<file path="config.mk">
export PLATFORM = sky130hd
export DESIGN_NAME = axi_domain_ctrl
export DESIGN_NICKNAME = d
export VERILOG_FILES = /design/src/rtl/axi_pkg.sv /design/src/rtl/axi_domain_ctrl.sv
export SDC_FILE = /design/constraint.sdc
export NUM_CORES = 1
export LEC_CHECK = 0
export BUFFER_PORTS_ARGS = -buffer_cell sky130_fd_sc_hd__clkbuf_2
export CELL_PAD_IN_SITES_DETAIL_PLACEMENT = 0
export CELL_PAD_IN_SITES_GLOBAL_PLACEMENT = 1
export CORE_MARGIN = 5
export CORE_UTILIZATION = 44
export CTS_CLUSTER_SIZE = 28
export DETAILED_ROUTE_END_ITERATION = 10
export GPL_TIMING_DRIVEN = 0
export HOLD_SLACK_MARGIN = 0.08
export PLACE_DENSITY = 0.78
export SETUP_SLACK_MARGIN = 0.5
export SYNTH_ARGS = -nofsm -noshare
export SYNTH_HDL_FRONTEND = slang
export SYNTH_SLANG_ARGS = --single-unit
</file>
<file path="constraint.sdc">
create_clock -name clk_i -period 2.74 [get_ports clk_i]
set_clock_uncertainty 0.2 [all_clocks]
set_input_delay 0.548 -clock clk_i [delete_from_list [all_inputs] [get_ports clk_i]]
set_output_delay 0.548 -clock clk_i [all_outputs]
set_load 0.02 [all_outputs]
</file>
<file path="src/rtl/axi_pkg.sv">
// rtl/axi_pkg.sv - shared AXI power-domain types and helpers
package axi_pkg;

    typedef enum logic [2:0] {
        AXI_DOM_ACTIVE  = 3'd0,
        AXI_DOM_DRAIN   = 3'd1,
        AXI_DOM_RSTHOLD = 3'd2,
        AXI_DOM_OFF     = 3'd3,
        AXI_DOM_WAKE    = 3'd4
    } axi_domain_state_e;

    // Largest of three terminal counts; sizes the shared domain counter.
    function automatic int unsigned axi_max3(input int unsigned a,
                                             input int unsigned b,
                                             input int unsigned c);
        int unsigned m;
        m = (a > b) ? a : b;
        return (m > c) ? m : c;
    endfunction

endpackage

</file>
<file path="src/rtl/axi_domain_ctrl.sv">
// rtl/axi_domain_ctrl.sv - power-domain sequencer: drain, isolate, reset, wake
module axi_domain_ctrl
    import axi_pkg::*;
#(
    parameter int unsigned TimeoutCycles  = 32'd1024,
    parameter int unsigned RstHoldCycles  = 32'd16,
    parameter int unsigned WakeCycles     = 32'd8,
    parameter bit          ForceOnTimeout = 1'b1
) (
    input  logic       clk_i,
    input  logic       rst_ni,
    input  logic       domain_en_i,
    input  logic       isolated_i,
    output logic       isolate_o,
    output logic       domain_rst_no,
    output logic       active_o,
    output logic       timeout_o,
    output logic [2:0] state_o
);

    localparam int unsigned CntMax = axi_max3(TimeoutCycles, RstHoldCycles, WakeCycles);
    localparam int unsigned CntW   = $clog2(CntMax + 1);

    localparam logic [CntW-1:0] TimeoutLast = CntW'(TimeoutCycles - 1);
    localparam logic [CntW-1:0] RstHoldLast = CntW'(RstHoldCycles - 1);
    localparam logic [CntW-1:0] WakeLast    = CntW'(WakeCycles - 1);
    localparam logic [CntW-1:0] CntOne      = CntW'(1);

    // A zero terminal count would make a state unleavable or underflow the compare.
    if (TimeoutCycles == 0) begin : g_bad_timeout
        $fatal(1, "axi_domain_ctrl: TimeoutCycles must be non-zero");
    end
    if (RstHoldCycles == 0) begin : g_bad_rsthold
        $fatal(1, "axi_domain_ctrl: RstHoldCycles must be non-zero");
    end
    if (WakeCycles == 0) begin : g_bad_wake
        $fatal(1, "axi_domain_ctrl: WakeCycles must be non-zero");
    end

    axi_domain_state_e r_state;
    axi_domain_state_e w_state_nxt;
    logic [CntW-1:0]   r_cnt;
    logic [CntW-1:0]   w_cnt_nxt;
    logic              r_timeout;
    logic              w_timeout_nxt;

    // State, shared counter and sticky timeout flag; reset parks the domain in Off.
    always_ff @(posedge clk_i or negedge rst_ni) begin
        if (!rst_ni) begin
            r_state   <= AXI_DOM_OFF;
            r_cnt     <= '0;
            r_timeout <= 1'b0;
        end else begin
            r_state   <= w_state_nxt;
            r_cnt     <= w_cnt_nxt;
            r_timeout <= w_timeout_nxt;
        end
    end

    // Next-state and counter rules; one counter serves every timed state.
    always_comb begin
        w_state_nxt   = r_state;
        w_cnt_nxt     = r_cnt;
        w_timeout_nxt = r_timeout;
        case (r_state)
            AXI_DOM_ACTIVE: begin
                if (!domain_en_i) begin
                    w_state_nxt = AXI_DOM_DRAIN;
                    w_cnt_nxt   = '0;
                end
            end
            AXI_DOM_DRAIN: begin
                // Isolation completing wins over abort and timeout in the same cycle.
                if (isolated_i) begin
                    w_state_nxt = AXI_DOM_RSTHOLD;
                    w_cnt_nxt   = '0;
                end else if (domain_en_i) begin
                    w_state_nxt = AXI_DOM_ACTIVE;
                    w_cnt_nxt   = '0;
                end else if (r_cnt == TimeoutLast) begin
                    w_timeout_nxt = 1'b1;
                    if (ForceOnTimeout) begin
                        w_state_nxt = AXI_DOM_RSTHOLD;
                        w_cnt_nxt   = '0;
                    end
                end else begin
                    w_cnt_nxt = r_cnt + CntOne;
                end
            end
            AXI_DOM_RSTHOLD: begin
                if (r_cnt == RstHoldLast) begin
                    w_state_nxt = AXI_DOM_OFF;
                    w_cnt_nxt   = '0;
                end else begin
                    w_cnt_nxt = r_cnt + CntOne;
                end
            end
            AXI_DOM_OFF: begin
                if (domain_en_i) begin
                    w_state_nxt   = AXI_DOM_WAKE;
                    w_cnt_nxt     = '0;
                    w_timeout_nxt = 1'b0;
                end
            end
            AXI_DOM_WAKE: begin
                // Losing the request mid-wake re-enters reset hold without visiting Active.
                if (!domain_en_i) begin
                    w_state_nxt = AXI_DOM_RSTHOLD;
                    w_cnt_nxt   = '0;
                end else if (r_cnt == WakeLast) begin
                    w_state_nxt = AXI_DOM_ACTIVE;
                    w_cnt_nxt   = '0;
                end else begin
                    w_cnt_nxt = r_cnt + CntOne;
                end
            end
            default: begin
                w_state_nxt = AXI_DOM_OFF;
                w_cnt_nxt   = '0;
            end
        endcase
    end

    assign isolate_o     = (r_state != AXI_DOM_ACTIVE);
    assign domain_rst_no = (r_state == AXI_DOM_ACTIVE) || (r_state == AXI_DOM_DRAIN) ||
                           (r_state == AXI_DOM_WAKE);
    assign active_o      = (r_state == AXI_DOM_ACTIVE);
    assign timeout_o     = r_timeout;
    assign state_o       = r_state;

endmodule

</file>
==> results of run 1 <==
==> worst register-to-register path, delay by kind of cell (launching register included) <==
family	cells	cell delay [ns]
simple gates	3	0.64
compound gates	2	0.47
flops	1	0.42
fa+ha+maj	1	0.26
==> area by class of cell <==
| type | instances | area, µm² | area share (%) |
|---|---|---|---|
| multi-input combinational | 86 | 602 | 50.6 |
| clock inverter | 1 | 5.00 | 0.421 |
| buffer | 5 | 40.0 | 3.37 |
| tap | 28 | 35.0 | 2.95 |
| inverter | 3 | 11.3 | 0.947 |
| timing repair buffer | 12 | 95.1 | 8.00 |
| sequential | 15 | 378 | 31.8 |
| clock buffer | 3 | 22.5 | 1.89 |
==> worst paths after layout <==
| kind | startpoint | endpoint | slack (ns) | cells after the start |
|---|---|---|---|---|
| hold reg to reg | timeout_o | timeout_o | 0.34 | 1 |
| hold / removal | timeout_o | timeout_o | 0.34 | 1 |
| min in group asynchronous | rst_ni | state_o[2] | 0.51 | 2 |
| max in group asynchronous | rst_ni | state_o[0] | 1.51 | 2 |
| setup reg to reg | r_cnt[0] | r_cnt[4] | 0.63 | 6 |
| setup / recovery | state_o[1] | active_o | 0.60 | 5 |
==> power groups by stage <==
stage / Combinational [mW] / Sequential (mW) / Clock, mW
4_1_cts: 0.581 / 0.309 / 0.139
2_1_floorplan: 0.420 / 0.330 / 0
6_report: 0.647 / 0.311 / 0.136
3_5_place_dp: 0.578 / 0.313 / 0
5_1_grt: 0.696 / 0.317 / 0.152
3_3_place_gp: 0.565 / 0.310 / 0
==> metrics by stage <==
stage | total power [mW] | worst slack, ns
floorplan | 0.750 | 0.704
global placement | 0.876 | 0.630
detailed placement | 0.892 | 0.590
CTS | 1.03 | 0.505
global route | 1.17 | 0.495
finish | 1.09 | 0.598
==> metal layers <==
layer / part of all wire, % / track usage, % / vias to the layer above
li1: - / - / 438
met1: 49 / 20.8 / 426
met2: 49 / 23.8 / 6
met3: 1.6 / 3.29 / 4
met4: 0.95 / 4.64 / 0
met5: 0 / 0 / -
==> repair_timing <==
action | 4_1_cts | 5_1_grt
setup endpoints to repair | 0 | 3
gates resized for setup | 0 | 3
buffers inserted | 0 | 2
endpoints found under the hold margin | 13 | 0
hold buffers | 1 | 0
==> state kept, by name (all words and copies together), names as in the netlist <==
signal	count
timeout_o	1
state_o	3
r_cnt	11
==> cells by family (layout without fill, tap and decap cells) <==
logic type / Yosys count / after routing / synth area share, %
AND/OR/NAND/NOR: 53 / 53 / 32.6
adder cells (fa/ha/maj): 1 / 1 / 1.22
AO/OA/AOI/OAI: 27 / 27 / 19.9
multiplexers: 4 / 4 / 3.90
XOR/XNOR: 1 / 1 / 0.854
flip-flops: 15 / 15 / 36.8
buffers and inverters: 8 / 24 / 4.76
==> cell usage in the layout, fill, tap and decap left out, drive strengths merged, types with 2 or more instances in the layout <==
cell and count:
o21ai 6, nor4 3, and3 5, nor3 8
clkbuf 12, dfrtp 13, a21oi 6, dfstp 2
inv 3, mux2i 4, nand2 14, o31ai 2
nand4 2, nor2 10, a22o 3, nand3 3
buf 7
==> qor.yml, run 1 <==
timing:
  finalMaxSlewViolations: 0
  rsz0062_at_grt: "yes"
  setup_violations: 0
  finalHoldViolCount: 0
  tns_ns: 0
  finalCritPeriodShare_pct: 78.2
  fin_crit_ns: 2.14
  worst_pin_slew_ns: 0.404
  max_slew_margin_pct: 73.0
  hold-worst-slack_ns: 0.339
  max_freq_mhz: 467
cts:
  clkTransAtPathRegs_ns: 0.10
  htree_levels: 1
  cts_buffers: 3
  clock-sinks: 15
  worstSkewPairLatency_ns: 0.29
  cts-root-buf: "clkbuf_4"
  clock_path_buffers: 2
  cts_tree: "yes"
critical_path:
  path_class: "register to output port"
  crit_buf_inv: 4
  path_cells: "buf_4, inv_1, nand2_1, inv_1, clkbuf_2"
  crit_fanout: 10
  cpMostUsedCell: "inv_1"
  max_stage_delay_ns: 0.55
  cp_top_family: "flip-flops"
  critPathArrivalTime_ns: 1.39
  end_kind: "output port"
  cp-start-kind: "register"
  cp_slowest_cell: "dfstp_2"
  cp.required_ns: 1.99
route:
  drtIter0Drc: 6
  viasPerCell: 5.71
  vias: 874
  ant_nets: 0
  drc: 0
  wire_per_inst_um: 15.9
  wl_um: 2430
  firstDrtPassIters: 4
hold_path:
  hold_path_class: "register to register"
global_route:
  grt_pass1_wl_um: 3950
  antenna_found_initial: 0
  grt_pass1_vias: 820
  grt_util_all_layers_pct: 15.2
  grt_max_degree: 16
  overflow: 0
power_and_ir_drop:
  seqPwrFrac_pct: 28.4
  power_frac_comb_pct: 59.2
  power.share.clock_pct: 12.4
  p_per_area_nw_per_um2: 920
  netSwitchingFraction_pct: 45.9
  irDropWorstVdd_uv: 518
  p_leak_nw: 0.549
  internal_power_mw: 0.592
  switchingPower_mw: 0.502
synth:
  synth_area_leader_cell: "dfrtp_1"
  synth_area_leaders: "dfrtp_1 32%, dfstp_2 5.1%, nand2_1 4.8%"
  seq_area_frac_synth_pct: 36.8
  synth_edf_count: 0
  synth_top_area_share_pct: 31.7
  syn_inst: 109
  synth_cell_types: 46
  netlist_area_um2: 1030
  async_reset_ff_share_pct: 100
  ys_ff_latch: 15
  syn-num-nets: 114
  synth_top_cells_by_count: "13 x dfrtp_1, 13 x nand2_1, 9 x nor2_1"
  synthFlopType: "dfrtp_1"
  yosys_warnings: 0
  avgSynthCellArea_um2: 9.41
cells_and_area:
  instances_no_fill: 153
  fillers: 207
  area_growth_pct: 15.9
  final_util_pct: 53.7
  drive_gt1_share_pct: 28.8
  diodes: 0
  design_area_um2: 1190
  nNetsFinal: 131
floorplanning:
  ioPinCount: 11
  fp.dieH_um: 58.3
  die_w_um: 58.3
  rows: 17
  initial_utilization_pct: 46.4
  die_area_um2: 3400
  core_um2: 2210
placed_design:
  port_buffers: 9
  place_congestion: 0.779
  place_inst: 146
  placed_area_um2: 1110
  dp_hpwl_um: 1770
run:
  cap_violations: 0
run_status:
  status: "complete, no violations"
Power figures use the tool's default switching activity.
==> run 2: changes to the inputs <==
--- a/config.mk
+++ b/config.mk
@@ -9,12 +9,12 @@
 export CELL_PAD_IN_SITES_DETAIL_PLACEMENT = 0
 export CELL_PAD_IN_SITES_GLOBAL_PLACEMENT = 1
 export CORE_MARGIN = 5
-export CORE_UTILIZATION = 44
+export CORE_UTILIZATION = 39
 export CTS_CLUSTER_SIZE = 28
 export DETAILED_ROUTE_END_ITERATION = 10
 export GPL_TIMING_DRIVEN = 0
 export HOLD_SLACK_MARGIN = 0.08
-export PLACE_DENSITY = 0.78
+export PLACE_DENSITY = 0.73
 export SETUP_SLACK_MARGIN = 0.5
 export SYNTH_ARGS = -nofsm -noshare
 export SYNTH_HDL_FRONTEND = slang
==> constraint.sdc (replaced) <==
create_clock -name clk_i -period 1.73 [get_ports clk_i]
set_clock_uncertainty 0.2 [all_clocks]
set_input_delay 0.346 -clock clk_i [delete_from_list [all_inputs] [get_ports clk_i]]
set_output_delay 0.346 -clock clk_i [all_outputs]
set_load 0.02 [all_outputs]
==> qor.yml, run 2 (synthesis results as in run 1) <==
run_status:
  status: "finished, violations left"
  violations: "negative setup slack"
timing:
  fin_crit_ns: 1.96
  rsz0062_at_grt: "yes"
  finalCritPeriodShare_pct: 113
  setup_violations: 17
  worst_pin_slew_ns: 0.386
  layout_setup_ws_ns: -0.229
  max_slew_margin_pct: 74.1
  finalMaxSlewViolations: 0
  max_freq_mhz: 511
  hold-worst-slack_ns: 0.202
  finalHoldViolCount: 0
power_and_ir_drop:
  p_per_area_nw_per_um2: 1550
  p_leak_nw: 0.701
  power_mw: 2.39
  irDropWorstVdd_uv: 1090
critical_path:
  ff2ff_path_depth: 7
  max_stage_delay_ns: 0.57
  crit_fanout: 5
  r2r-start: "state_o[1]"
  cp_slowest_cell: "dfstp_2"
  cp-start-kind: "register"
  path_cells: "buf_8, inv_4, mux2i_2, a211o_4, buf_4, nor2_4, o211ai_1"
  timing.rr.end: "r_cnt[4]"
  path_class: "register to register"
  end_kind: "register"
  critPathArrivalTime_ns: 1.94
  r2r_slack_ns: -0.23
  cp.required_ns: 1.71
cts:
  clock-sinks: 15
  cts-root-buf: "clkbuf_4"
  worstSkewPairLatency_ns: 0.29
  clkTransAtPathRegs_ns: 0.10
  htree_levels: 1
  cts_tree: "yes"
  cts_buffers: 3
  clock_path_buffers: 2
cells_and_area:
  top_register: "r_cnt"
  layout_commonest_cell: "buf_4"
  area_growth_pct: 50.7
  nNetsFinal: 152
  fillers: 231
  largest_reg_flops: 11
  drive_gt1_share_pct: 51.4
  mostFrequentLayoutCells: "16 x buf_4, 11 x buf_6, 11 x nand2_1, 11 x dfrtp_1, 8 x nor2_1"
  diodes: 0
hold_path:
  hold_depth: 3
  hold_path_end: "state_o[2]"
  min_from: "domain_en_i"
  hold_path_class: "input pin to register"
route:
  firstDrtPassIters: 4
  wl_um: 2860
  viasPerCell: 5.52
  ant_nets: 0
  wire_per_inst_um: 16.2
  drtIter0Drc: 34
  vias: 972
  drc: 0
floorplanning:
  core_um2: 2500
  die_area_um2: 3760
  fp.dieH_um: 61.3
  ioPinCount: 11
  initial_utilization_pct: 41.0
  die_w_um: 61.3
  rows: 18
placed_design:
  place_congestion: 0.740
  dp_hpwl_um: 1720
  place_ws_ns: -0.399
  port_buffers: 9
global_route:
  antenna_found_initial: 0
  grt_util_all_layers_pct: 17.4
  grt_max_degree: 16
  grt_pass1_wl_um: 4770
  overflow: 0
  grt_pass1_vias: 1010
run:
  cap_violations: 0
## run 2: cell types whose count changed in the layout (fill, tap and decap cells not counted), moves of 4 or more
cell	previous run	this run
clkbuf_2	9	2
buf_6	2	11
buf_8	0	4
buf_4	1	16
## run 2: report_power, final
part           leakage (nW)  internal [mW]  total [mW]  switching, mW
registers             0.196          0.430       0.521         0.0913
clock network        0.0177         0.0860       0.205          0.119
logic                 0.487          0.852        1.67          0.815
total                 0.701           1.37        2.39           1.03
## run 2: worst max-delay path by stage
stage	start	end	slack [ns]	cells after the start
6_report	state_o[1]	r_cnt[4]	-0.23	7
5_1_grt	state_o[1]	r_cnt[3]	-0.29	6
4_1_cts	state_o[1]	r_cnt[5]	-0.19	6
3_5_place_dp	r_cnt[0]	r_cnt[2]	-0.40	6
3_3_place_gp	r_cnt[0]	r_cnt[2]	-0.41	6
2_1_floorplan	state_o[0]	r_cnt[10]	-0.22	6
## run 2: final cells by class
class                           count  area [µm²]  share of cell area, %
Multi-Input combinational cell     87         722                   46.7
Buffer                              5        67.6                   4.37
Clock inverter                      1        5.00                  0.324
Timing Repair Buffer               32         298                   19.3
Clock buffer                        3        22.5                   1.46
Tap cell                           30        37.5                   2.43
Sequential cell                    15         380                   24.6
Inverter                            3        13.8                  0.890
## run 2: worst max-delay path, delay by kind of cell (launching register included)
| family | cells | cell delay, ns |
|---|---|---|
| AO/OA/AOI/OAI | 2 | 0.47 |
| buffers and inverters | 3 | 0.34 |
| flip-flops | 1 | 0.57 |
| multiplexers | 1 | 0.15 |
| AND/OR/NAND/NOR | 1 | 0.13 |
## run 2: per-layer routing
metal / wire [µm] / vias up / GRT usage, %
met5: 0 / - / 0
met4: 13 / 0 / 3.10
met3: 83 / 2 / 4.40
met2: 1530 / 11 / 32.3
met1: 1230 / 475 / 20.3
li1: - / 484 / -
## run 2: repair_timing
| item | 4_1_cts | 5_1_grt |
|---|---|---|
| pin swaps | 13 | 11 |
| gates resized for setup | 25 | 23 |
| setup buffers | 13 | 8 |
| setup endpoints to repair | 22 | 22 |
| hold buffers | 1 | 0 |
| gates cloned | 2 | 0 |
| endpoints found under the hold margin | 13 | 0 |
## run 2: stage by stage
step / std cells / utilization [%] / TNS, ns / area (µm²)
CTS: 168 / 56.7 / -2.01 / 1420
global placement: 148 / 45.7 / -4.00 / 1140
detailed placement: 148 / 45.7 / -4.05 / 1140
global route: 176 / 61.9 / -3.43 / 1550
finish: 176 / 61.9 / -2.59 / 1550
floorplan: 109 / - / -1.80 / 1060
==> run 3: changes to the inputs <==
==> config.mk (replaced) <==
export PLATFORM = sky130hd
export DESIGN_NAME = axi_domain_ctrl
export DESIGN_NICKNAME = d
export VERILOG_FILES = /design/src/rtl/axi_pkg.sv /design/src/rtl/axi_domain_ctrl.sv
export SDC_FILE = /design/constraint.sdc
export NUM_CORES = 1
export LEC_CHECK = 0
export CELL_PAD_IN_SITES_DETAIL_PLACEMENT = 0
export CELL_PAD_IN_SITES_GLOBAL_PLACEMENT = 1
export CORE_MARGIN = 5
export CORE_UTILIZATION = 42
export CTS_CLUSTER_SIZE = 28
export DETAILED_ROUTE_END_ITERATION = 10
export DONT_BUFFER_PORTS = 1
export GPL_TIMING_DRIVEN = 0
export HOLD_SLACK_MARGIN = 0.08
export PLACE_DENSITY = 0.72
export SETUP_SLACK_MARGIN = 0.5
export SKIP_LAST_GASP = 1
export SYNTH_ARGS = -nofsm -noshare
export SYNTH_HDL_FRONTEND = slang
export SYNTH_SLANG_ARGS = --single-unit
==> qor.yml, run 3 (synthesis results as in run 1) <==
cells_and_area:
  drive_gt1_share_pct: 47.4
  layout_commonest_cell: "buf_4"
  multi_input_area_um2: 711
  area_growth_pct: 37.4
  final_util_pct: 58.5
  top_register: "r_cnt"
  mostFrequentLayoutCells: "16 x buf_4, 12 x nand2_1, 9 x dfrtp_1"
  fillers: 200
  nNetsFinal: 139
  seqCellArea_um2: 383
  largest_reg_flops: 11
  diodes: 0
critical_path:
  end_kind: "register"
  path_class: "register to register"
  critPathArrivalTime_ns: 2.00
  r2r-start: "state_o[1]"
  cp-startpoint: "state_o[1]"
  timing.rr.end: "r_cnt[6]"
  r2r_slack_ns: -0.28
  crit_fanout: 6
  ff2ff_path_depth: 7
  cp-start-kind: "register"
  cp.required_ns: 1.72
  endpoint: "r_cnt[6]"
floorplanning:
  initial_utilization_pct: 42.6
  die_area_um2: 3530
  fp.dieH_um: 59.4
  rows: 18
  core_um2: 2410
  die_w_um: 59.4
  ioPinCount: 11
hold_path:
  hold_path_class: "input pin to asynchronous set/reset pin"
cts:
  ctsHoldBuffers: 1
  clock-sinks: 15
  htree_levels: 1
  clkTransAtPathRegs_ns: 0.10
  cts_buffers: 3
  cts-root-buf: "clkbuf_4"
  clock_path_buffers: 2
  worstSkewPairLatency_ns: 0.29
  cts_tree: "yes"
timing:
  rsz0062_at_grt: "yes"
  max_freq_mhz: 498
  setup_violations: 16
  tns_ns: -3.41
  finalCritPeriodShare_pct: 116
  layout_setup_ws_ns: -0.279
  hold-worst-slack_ns: -0.0242
  finalHoldViolCount: 13
  max_slew_margin_pct: 49.5
  fin_crit_ns: 2.01
  worst_pin_slew_ns: 0.757
  finalMaxSlewViolations: 0
route:
  ant_nets: 0
  wire_per_inst_um: 16.1
  vias: 900
  viasPerCell: 5.52
  drc: 0
  firstDrtPassIters: 4
  wl_um: 2630
  drtIter0Drc: 35
global_route:
  grt_util_all_layers_pct: 16.7
  grt_pass1_vias: 963
  antenna_found_initial: 0
  overflow: 0
  grt_pass1_wl_um: 4420
  grt_max_degree: 16
placed_design:
  place_congestion: 0.773
  dp_hpwl_um: 1590
  port_buffers: 0
run_status:
  status: "finished, violations left"
  violations: "negative hold slack, negative setup slack"
power_and_ir_drop:
  p_leak_nw: 0.610
  power_mw: 2.21
  p_per_area_nw_per_um2: 1570
  irDropWorstVdd_uv: 1240
run:
  cap_violations: 0
==> run 3: cell count changes in the layout (fill, tap and decap cells not counted), moves of 2 or more <==
cell	previous run	this run
nor2_2	0	2
dfrtp_1	11	9
o21ai_2	0	2
nor3_4	1	3
buf_6	11	5
nor3_2	6	4
dfrtp_2	2	4
buf_8	4	2
clkbuf_2	2	0
==> run 3: worst min-delay path by stage <==
stage                      from  cells after the start    endpoint
floorplan                rst_ni                      0    r_cnt[0]
global placement         rst_ni                      0    r_cnt[6]
detailed placement       rst_ni                      0    r_cnt[8]
CTS                 domain_en_i                      3  state_o[2]
global route             rst_ni                      1    r_cnt[7]
finish                   rst_ni                      1    r_cnt[8]
==> run 3: layout make-up <==
| type | instances | area share [%] |
|---|---|---|
| Multi-Input combinational cell | 86 | 50.4 |
| Inverter | 3 | 0.976 |
| Buffer | 5 | 4.26 |
| Timing Repair Buffer | 20 | 12.7 |
| Tap cell | 30 | 2.66 |
| Clock buffer | 4 | 1.86 |
| Sequential cell | 15 | 27.2 |
==> run 3: timing repair <==
item                                    4_1_cts  5_1_grt
pin swaps                                    11        4
endpoints found under the hold margin        15       13
endpoints found under the setup margin       22       36
buffers inserted                             14        5
resized for setup                            16       13
==> run 3: worst max-delay path, stage by stage, from the launching register on <==
cell,delay [ns]
dfstp_2,0.64
buf_8,0.15
buf_12,0.12
nand2_8,0.05
o31ai_4,0.25
buf_6,0.18
nor2_1,0.05
a211oi_1,0.27
==> run 3: through the flow <==
stage	cell area, µm²	setup slack (ns)	hold WS (ns)	cells
6_report	1410	-0.279	-0.0242	163
5_1_grt	1410	-0.361	-0.000370	163
4_1_cts	1320	-0.261	0.180	158
3_5_place_dp	1100	-0.429	-0.149	139
3_3_place_gp	1100	-0.411	-0.149	139
2_1_floorplan	1060	-0.223	-0.150	109
==> run 3: metal layers <==
metal  track usage [%]  wire [µm]  vias to the layer above  part of all wire [%]
met4              6.80         52                        0                   2.0
met5                 0          0                        -                     0
met3              5.66         89                        7                   3.4
met2              27.3       1340                       15                    51
met1              20.0       1150                      425                    44
li1                  -          -                      453                     -
==> run 3: power breakdown <==
group	switching [mW]	internal, mW	total, mW
Clock	0.121	0.0898	0.211
Sequential	0.118	0.432	0.549
Combinational	0.743	0.709	1.45
Total	0.981	1.23	2.21
